--- config.mk ---
export PLATFORM = sky130hd
export DESIGN_NAME = single_port_ram
export DESIGN_NICKNAME = d
export VERILOG_FILES = /design/src/rtl/single_port_ram_pkg.sv /design/src/rtl/single_port_ram_parity.sv /design/src/rtl/single_port_ram.sv
export SDC_FILE = /design/constraint.sdc
export NUM_CORES = 2
export LEC_CHECK = 0
export CAP_MARGIN = 20
export CELL_PAD_IN_SITES_DETAIL_PLACEMENT = 1
export CELL_PAD_IN_SITES_GLOBAL_PLACEMENT = 2
export CORE_MARGIN = 5
export CORE_UTILIZATION = 45
export CTS_CLUSTER_SIZE = 10
export DETAILED_ROUTE_END_ITERATION = 7
export PLACE_DENSITY_LB_ADDON = 0.1
export SKIP_LAST_GASP = 1
export SLEW_MARGIN = 20
export SYNTH_ARGS = -nofsm -noshare
export SYNTH_HDL_FRONTEND = slang
export SYNTH_HIERARCHICAL = 1
export SYNTH_SLANG_ARGS = --single-unit
--- constraint.sdc ---
create_clock -name clk -period 4 [get_ports clk]
set_clock_uncertainty 0.15 [all_clocks]
set_input_delay 0.8 -clock clk [delete_from_list [all_inputs] [get_ports clk]]
set_output_delay 0.8 -clock clk [all_outputs]
set_load 0.005 [all_outputs]
--- src/rtl/single_port_ram_pkg.sv ---
// single_port_ram_pkg: default widths and the even-parity helper shared by RTL and bench.
package single_port_ram_pkg;
    localparam int DATA_WIDTH_DEF    = 8;
    localparam int ADDRESS_WIDTH_DEF = 8;
    // Data wider than 64 bits would need a wider argument; zero-extension leaves parity unchanged.
    function automatic logic even_parity(input logic [63:0] d);
        return ^d;
    endfunction
endpackage

--- src/rtl/single_port_ram_parity.sv ---
// single_port_ram_parity: even-parity generation on write and mismatch check on read.
// Only built when SINGLE_PORT_RAM_PARITY_EN is defined.
`ifdef SINGLE_PORT_RAM_PARITY_EN
module single_port_ram_parity
    import single_port_ram_pkg::*;
#(
    parameter int DATA_WIDTH = DATA_WIDTH_DEF
) (
    input  logic [DATA_WIDTH-1:0] din_i,
    input  logic [DATA_WIDTH-1:0] rd_data_i,
    input  logic                  rd_par_i,
    input  logic                  rd_en_i,
    output logic                  wr_par_o,
    output logic                  err_o
);
    assign wr_par_o = even_parity(64'(din_i));
    assign err_o    = rd_en_i & (rd_par_i != even_parity(64'(rd_data_i)));
endmodule
`endif

--- src/rtl/single_port_ram.sv ---
// single_port_ram: synchronous-write, combinational-read RAM with cs/we/oe and async clear.
// Define SINGLE_PORT_RAM_PARITY_EN to add per-word even parity and the parity_err output.
module single_port_ram
    import single_port_ram_pkg::*;
#(
    parameter int DATA_WIDTH    = DATA_WIDTH_DEF,
    parameter int ADDRESS_WIDTH = ADDRESS_WIDTH_DEF
) (
    input  logic                     clk,
    input  logic                     rst_n,
    input  logic                     cs,
    input  logic                     we,
    input  logic                     oe,
    input  logic [ADDRESS_WIDTH-1:0] address,
    input  logic [DATA_WIDTH-1:0]    din,
    output logic [DATA_WIDTH-1:0]    dout
`ifdef SINGLE_PORT_RAM_PARITY_EN
    ,
    output logic                     parity_err
`endif
);
    localparam int DEPTH = 2 ** ADDRESS_WIDTH;

    logic [DEPTH-1:0][DATA_WIDTH-1:0] mem_q;
    logic                             wr_en;
    logic                             rd_en;

    assign wr_en = cs & we;
    // A write cycle never drives read data: write wins over oe.
    assign rd_en = cs & oe & ~we;

    always_ff @(posedge clk or negedge rst_n) begin
        if (!rst_n) mem_q <= '0;
        else if (wr_en) mem_q[address] <= din;
    end

    assign dout = rd_en ? mem_q[address] : '0;

`ifdef SINGLE_PORT_RAM_PARITY_EN
    logic [DEPTH-1:0] par_q;
    logic             wr_par;

    always_ff @(posedge clk or negedge rst_n) begin
        if (!rst_n) par_q <= '0;
        else if (wr_en) par_q[address] <= wr_par;
    end

    single_port_ram_parity #(.DATA_WIDTH(DATA_WIDTH)) u_parity (
        .din_i     (din),
        .rd_data_i (mem_q[address]),
        .rd_par_i  (par_q[address]),
        .rd_en_i   (rd_en),
        .wr_par_o  (wr_par),
        .err_o     (parity_err)
    );
`endif
endmodule

==> impl_metrics.xml <==
<?xml version="1.0" encoding="UTF-8"?>
<metrics>
  <group name="worst_setup_path">
    <metric name="critical_path.n_buffers_inverters" unit="">8</metric>
    <metric name="critPathLaunchType" unit="">input port</metric>
    <metric name="slowest_stage" unit="">mux4_2</metric>
    <metric name="timing.reg2reg.worst_path_depth" unit="">1</metric>
    <metric name="critical_path.cell_chain" unit="">buf_16, buf_16, buf_8, buf_12, buf_6, mux4_2, mux2_4, nand2_1, nand4_1, nor4_2, buf_4, o31a_1, buf_12, nor3b_4, buf_2</metric>
    <metric name="rr_startpoint" unit="">mem_q[1407]$_DFFE_PN0P_</metric>
    <metric name="max_stage_delay" unit="ps">490</metric>
    <metric name="crit_path_start" unit="">address[0]</metric>
    <metric name="timing.critical_path.arrival" unit="ps">3690</metric>
    <metric name="setup.worst_path.end_class" unit="">primary output</metric>
    <metric name="cpLargestDelayFamily" unit="">buffers and inverters</metric>
    <metric name="crit_fanout" unit="">6</metric>
    <metric name="timing_worst_setup_path_type" unit="">input port to primary output</metric>
    <metric name="setup.worst_path.end" unit="">dout[5]</metric>
    <metric name="cp.depth" unit="">15</metric>
    <metric name="critical_path_required" unit="ps">3050</metric>
    <metric name="ff2ff_setup_slack" unit="ps">3050</metric>
    <metric name="critical_path.reg2reg.endpoint" unit="">mem_q[1407]$_DFFE_PN0P_</metric>
  </group>
  <group name="yosys">
    <metric name="synth_flop_cell" unit="">dfrtp_1</metric>
    <metric name="post_synth.cell_area_avg" unit="sq um">15.58</metric>
    <metric name="syn_inst" unit="">6082</metric>
    <metric name="postSynth.asyncResetShare" unit="%">100.0</metric>
    <metric name="mappedNetlistNets" unit="">6103</metric>
    <metric name="synthesis.area" unit="sq um">94770</metric>
    <metric name="synth-seq-area-share" unit="%">54.08</metric>
    <metric name="synth_cell_type_count" unit="">69</metric>
    <metric name="yosysWarningCount" unit="">6</metric>
    <metric name="synth-seq-cells" unit="">2048</metric>
    <metric name="synth_enable_flop_cells" unit="">0</metric>
  </group>
  <group name="route">
    <metric name="drt-pass1-iter-count" unit="">5</metric>
    <metric name="drtAntennaViolNets" unit="">0</metric>
    <metric name="average_wire_per_standard_cell" unit="um">30.42</metric>
    <metric name="totalWireLength" unit="um">291100</metric>
    <metric name="drt-initial-drc-count" unit="">3302</metric>
    <metric name="vias_per_cell" unit="">5.867</metric>
    <metric name="route.detailed.drc" unit="">0</metric>
    <metric name="dr_total_vias" unit="">56160</metric>
  </group>
  <group name="timing">
    <metric name="finalCritPeriodShare" unit="%">115.9</metric>
    <metric name="timing.max_slew.rel_slack" unit="%">22.09</metric>
    <metric name="finalWorstSetupSlack" unit="ps">-637.5</metric>
    <metric name="timing.final.max_slew_violations" unit="">0</metric>
    <metric name="timing_hold_violations_final" unit="">0</metric>
    <metric name="min_period" unit="ps">4638</metric>
    <metric name="max_frequency" unit="GHz">0.2156</metric>
    <metric name="timing_worst_slew_pin_value" unit="ps">1169</metric>
    <metric name="rsz0062_at_grt" unit="">yes</metric>
    <metric name="setup_violations" unit="">8</metric>
    <metric name="fin_hold_ws" unit="ps">340.0</metric>
  </group>
  <group name="grt">
    <metric name="grt_usage" unit="%">26.89</metric>
    <metric name="pin_count_of_the_biggest_net_entering_global_routing" unit="">155</metric>
    <metric name="grt_overflow" unit="">0</metric>
    <metric name="grt_pass1_wl" unit="um">439300</metric>
    <metric name="antenna_found_initial" unit="">7</metric>
    <metric name="vias_in_the_first_global_route" unit="">62490</metric>
  </group>
  <group name="placed_design">
    <metric name="port_buffers" unit="">28</metric>
    <metric name="gpl.final_weighted_congestion" unit="">0.8255</metric>
    <metric name="dpl.hpwl" unit="um">195300</metric>
  </group>
  <group name="final_layout">
    <metric name="multi_input_area" unit="sq um">42030</metric>
    <metric name="layout.cells.most_common_list" unit="">mux2_2, dfrtp_1, buf_4</metric>
    <metric name="finalCoreUtilization" unit="%">53.23</metric>
    <metric name="synthToLayoutAreaGrowth" unit="%">17.70</metric>
    <metric name="biggestRegsByFlops" unit="">mem_q x2048</metric>
    <metric name="mostFrequentLayoutCell" unit="">mux2_2</metric>
    <metric name="fillerInstances" unit="">19650</metric>
    <metric name="area.sequential" unit="sq um">51250</metric>
    <metric name="fraction_of_layout_instances_using_a_drive_strength_above_1" unit="%">58.03</metric>
    <metric name="largest_register_ffs" unit="">2048</metric>
    <metric name="final_net_count" unit="">6697</metric>
    <metric name="regMostFlops" unit="">mem_q</metric>
  </group>
  <group name="clocking">
    <metric name="clock_path_buffers" unit="">3</metric>
    <metric name="sinks_on_the_clock_net" unit="">2048</metric>
    <metric name="worstSkewPairLatency" unit="ps">860</metric>
    <metric name="tritoncts" unit="">done</metric>
    <metric name="cts_buf_count" unit="">232</metric>
    <metric name="cts_root_buffer" unit="">clkbuf_16</metric>
    <metric name="cts.clk_slew.worst_paths" unit="ps">60</metric>
    <metric name="cts_max_level" unit="">4</metric>
  </group>
  <group name="worst_hold_path">
    <metric name="hp-class" unit="">flop to flop</metric>
    <metric name="source_of_the_worst_hold_timing_path" unit="">mem_q[1062]$_DFFE_PN0P_</metric>
  </group>
  <group name="die">
    <metric name="die_h" unit="um">468.9</metric>
    <metric name="floorplan.rows" unit="">168</metric>
    <metric name="floorplan.core_area" unit="sq um">209600</metric>
    <metric name="floorplan.io_pins" unit="">29</metric>
    <metric name="fp.dieArea" unit="sq um">219900</metric>
    <metric name="die-width" unit="um">468.9</metric>
    <metric name="initial_core_util" unit="%">45.22</metric>
  </group>
  <group name="outcome">
    <metric name="failed_checks" unit="">setup timing</metric>
    <metric name="status" unit="">finished with violations</metric>
  </group>
  <group name="run">
    <metric name="maxCapViolations" unit="">0</metric>
  </group>
  <group name="pwr">
    <metric name="power_leakage" unit="nW">52.95</metric>
    <metric name="powerDensity" unit="nW/um^2">398.1</metric>
    <metric name="peak_supply_drop" unit="V">0.0004619</metric>
  </group>
</metrics>
[synthesized netlist by cell type, types with 14 or more instances]
cell type  count  area share (%)
nor3_1        16           0.084
nand2_1      170            0.67
buf_2         47            0.25
mux4_2       435              10
mux2_2      2062              25
a22oi_1      119            0.94
mux4_1        19            0.53
nand3_1       55            0.29
nor2b_1       23            0.15
a21oi_1       74            0.39
nor2_2        99            0.65
a211oi_1      19            0.15
a221oi_1      18            0.17
a22o_1        14            0.13
mux2i_1      163             1.7
clkbuf_1     291             1.2
dfrtp_1     2048              54
nor2_4        94             1.1
nor2_1        51            0.20
buf_4         34            0.27
buf_8         19            0.30
buf_6         31            0.37
[cell type report]
type / count / share of cell area (%)
Sequential cell: 2048 / 45.95
Multi-Input combinational cell: 3578 / 37.68
Inverter: 5 / 0.01907
Antenna cell: 4 / 0.008974
Tap cell: 2805 / 3.146
Clock buffer: 307 / 5.677
Clock inverter: 13 / 0.1155
Timing Repair Buffer: 811 / 7.407
[power by group]
part	total, W	internal, W	leakage (nW)	switching (W)
clock	0.0191	0.0108	3.16	0.00831
combinational	0.00372	0.00158	21.4	0.00214
sequential	0.0216	0.0213	28.4	0.000285
[through the flow]
| step | worst slack [ps] | TNS [ps] | power [W] | instances | area (sq um) |
|---|---|---|---|---|---|
| 2_1_floorplan | 320.7 | 0 | 0.02361 | 6082 | 94770 |
| 3_3_place_gp | -1807 | -13580 | 0.02533 | 9158 | 102700 |
| 3_5_place_dp | -1798 | -13890 | 0.02543 | 9158 | 102700 |
| 4_1_cts | -611.2 | -4141 | 0.04487 | 9549 | 111000 |
| 5_1_grt | -672.3 | -4337 | 0.04609 | 9568 | 111500 |
| 6_report | -637.5 | -4128 | 0.04441 | 9571 | 111500 |
[layer usage]
layer / global-route usage [%] / wire length [um]
met2: 45.24 / 144300
met1: 37.23 / 128900
met3: 3.488 / 9880
met5: 0 / 12
met4: 6.825 / 8102
[worst min path at each step]
| stage | to | cells past startpoint | slack (ps) |
|---|---|---|---|
| final | mem_q[1062]$_DFFE_PN0P_ | 1 | 340 |
| after global placement | mem_q[1062]$_DFFE_PN0P_ | 1 | 320 |
| after CTS | mem_q[1631]$_DFFE_PN0P_ | 2 | 340 |
| after floorplan | mem_q[1059]$_DFFE_PN0P_ | 1 | 310 |
| after detailed placement | mem_q[1062]$_DFFE_PN0P_ | 1 | 330 |
| after global routing | mem_q[341]$_DFFE_PN0P_ | 1 | 360 |
[cell families after synthesis]
kind of cell,Yosys count,share of synthesized area (%)
mux,2686,37.18
simple gates,561,3.571
buf+inv,456,2.693
compound gates,331,2.473
flops,2048,54.08
[timing repair]
action | CTS | global route
buffers inserted | 70 | 27
gates cloned | 11 | 1
hold buffers | 1 | 0
pin swaps | 39 | 40
gates resized for setup | 220 | 81
endpoints found under the hold margin | 22 | 0
setup endpoints to repair | 8 | 8
Note: power is estimated with default switching activity, not from simulation.
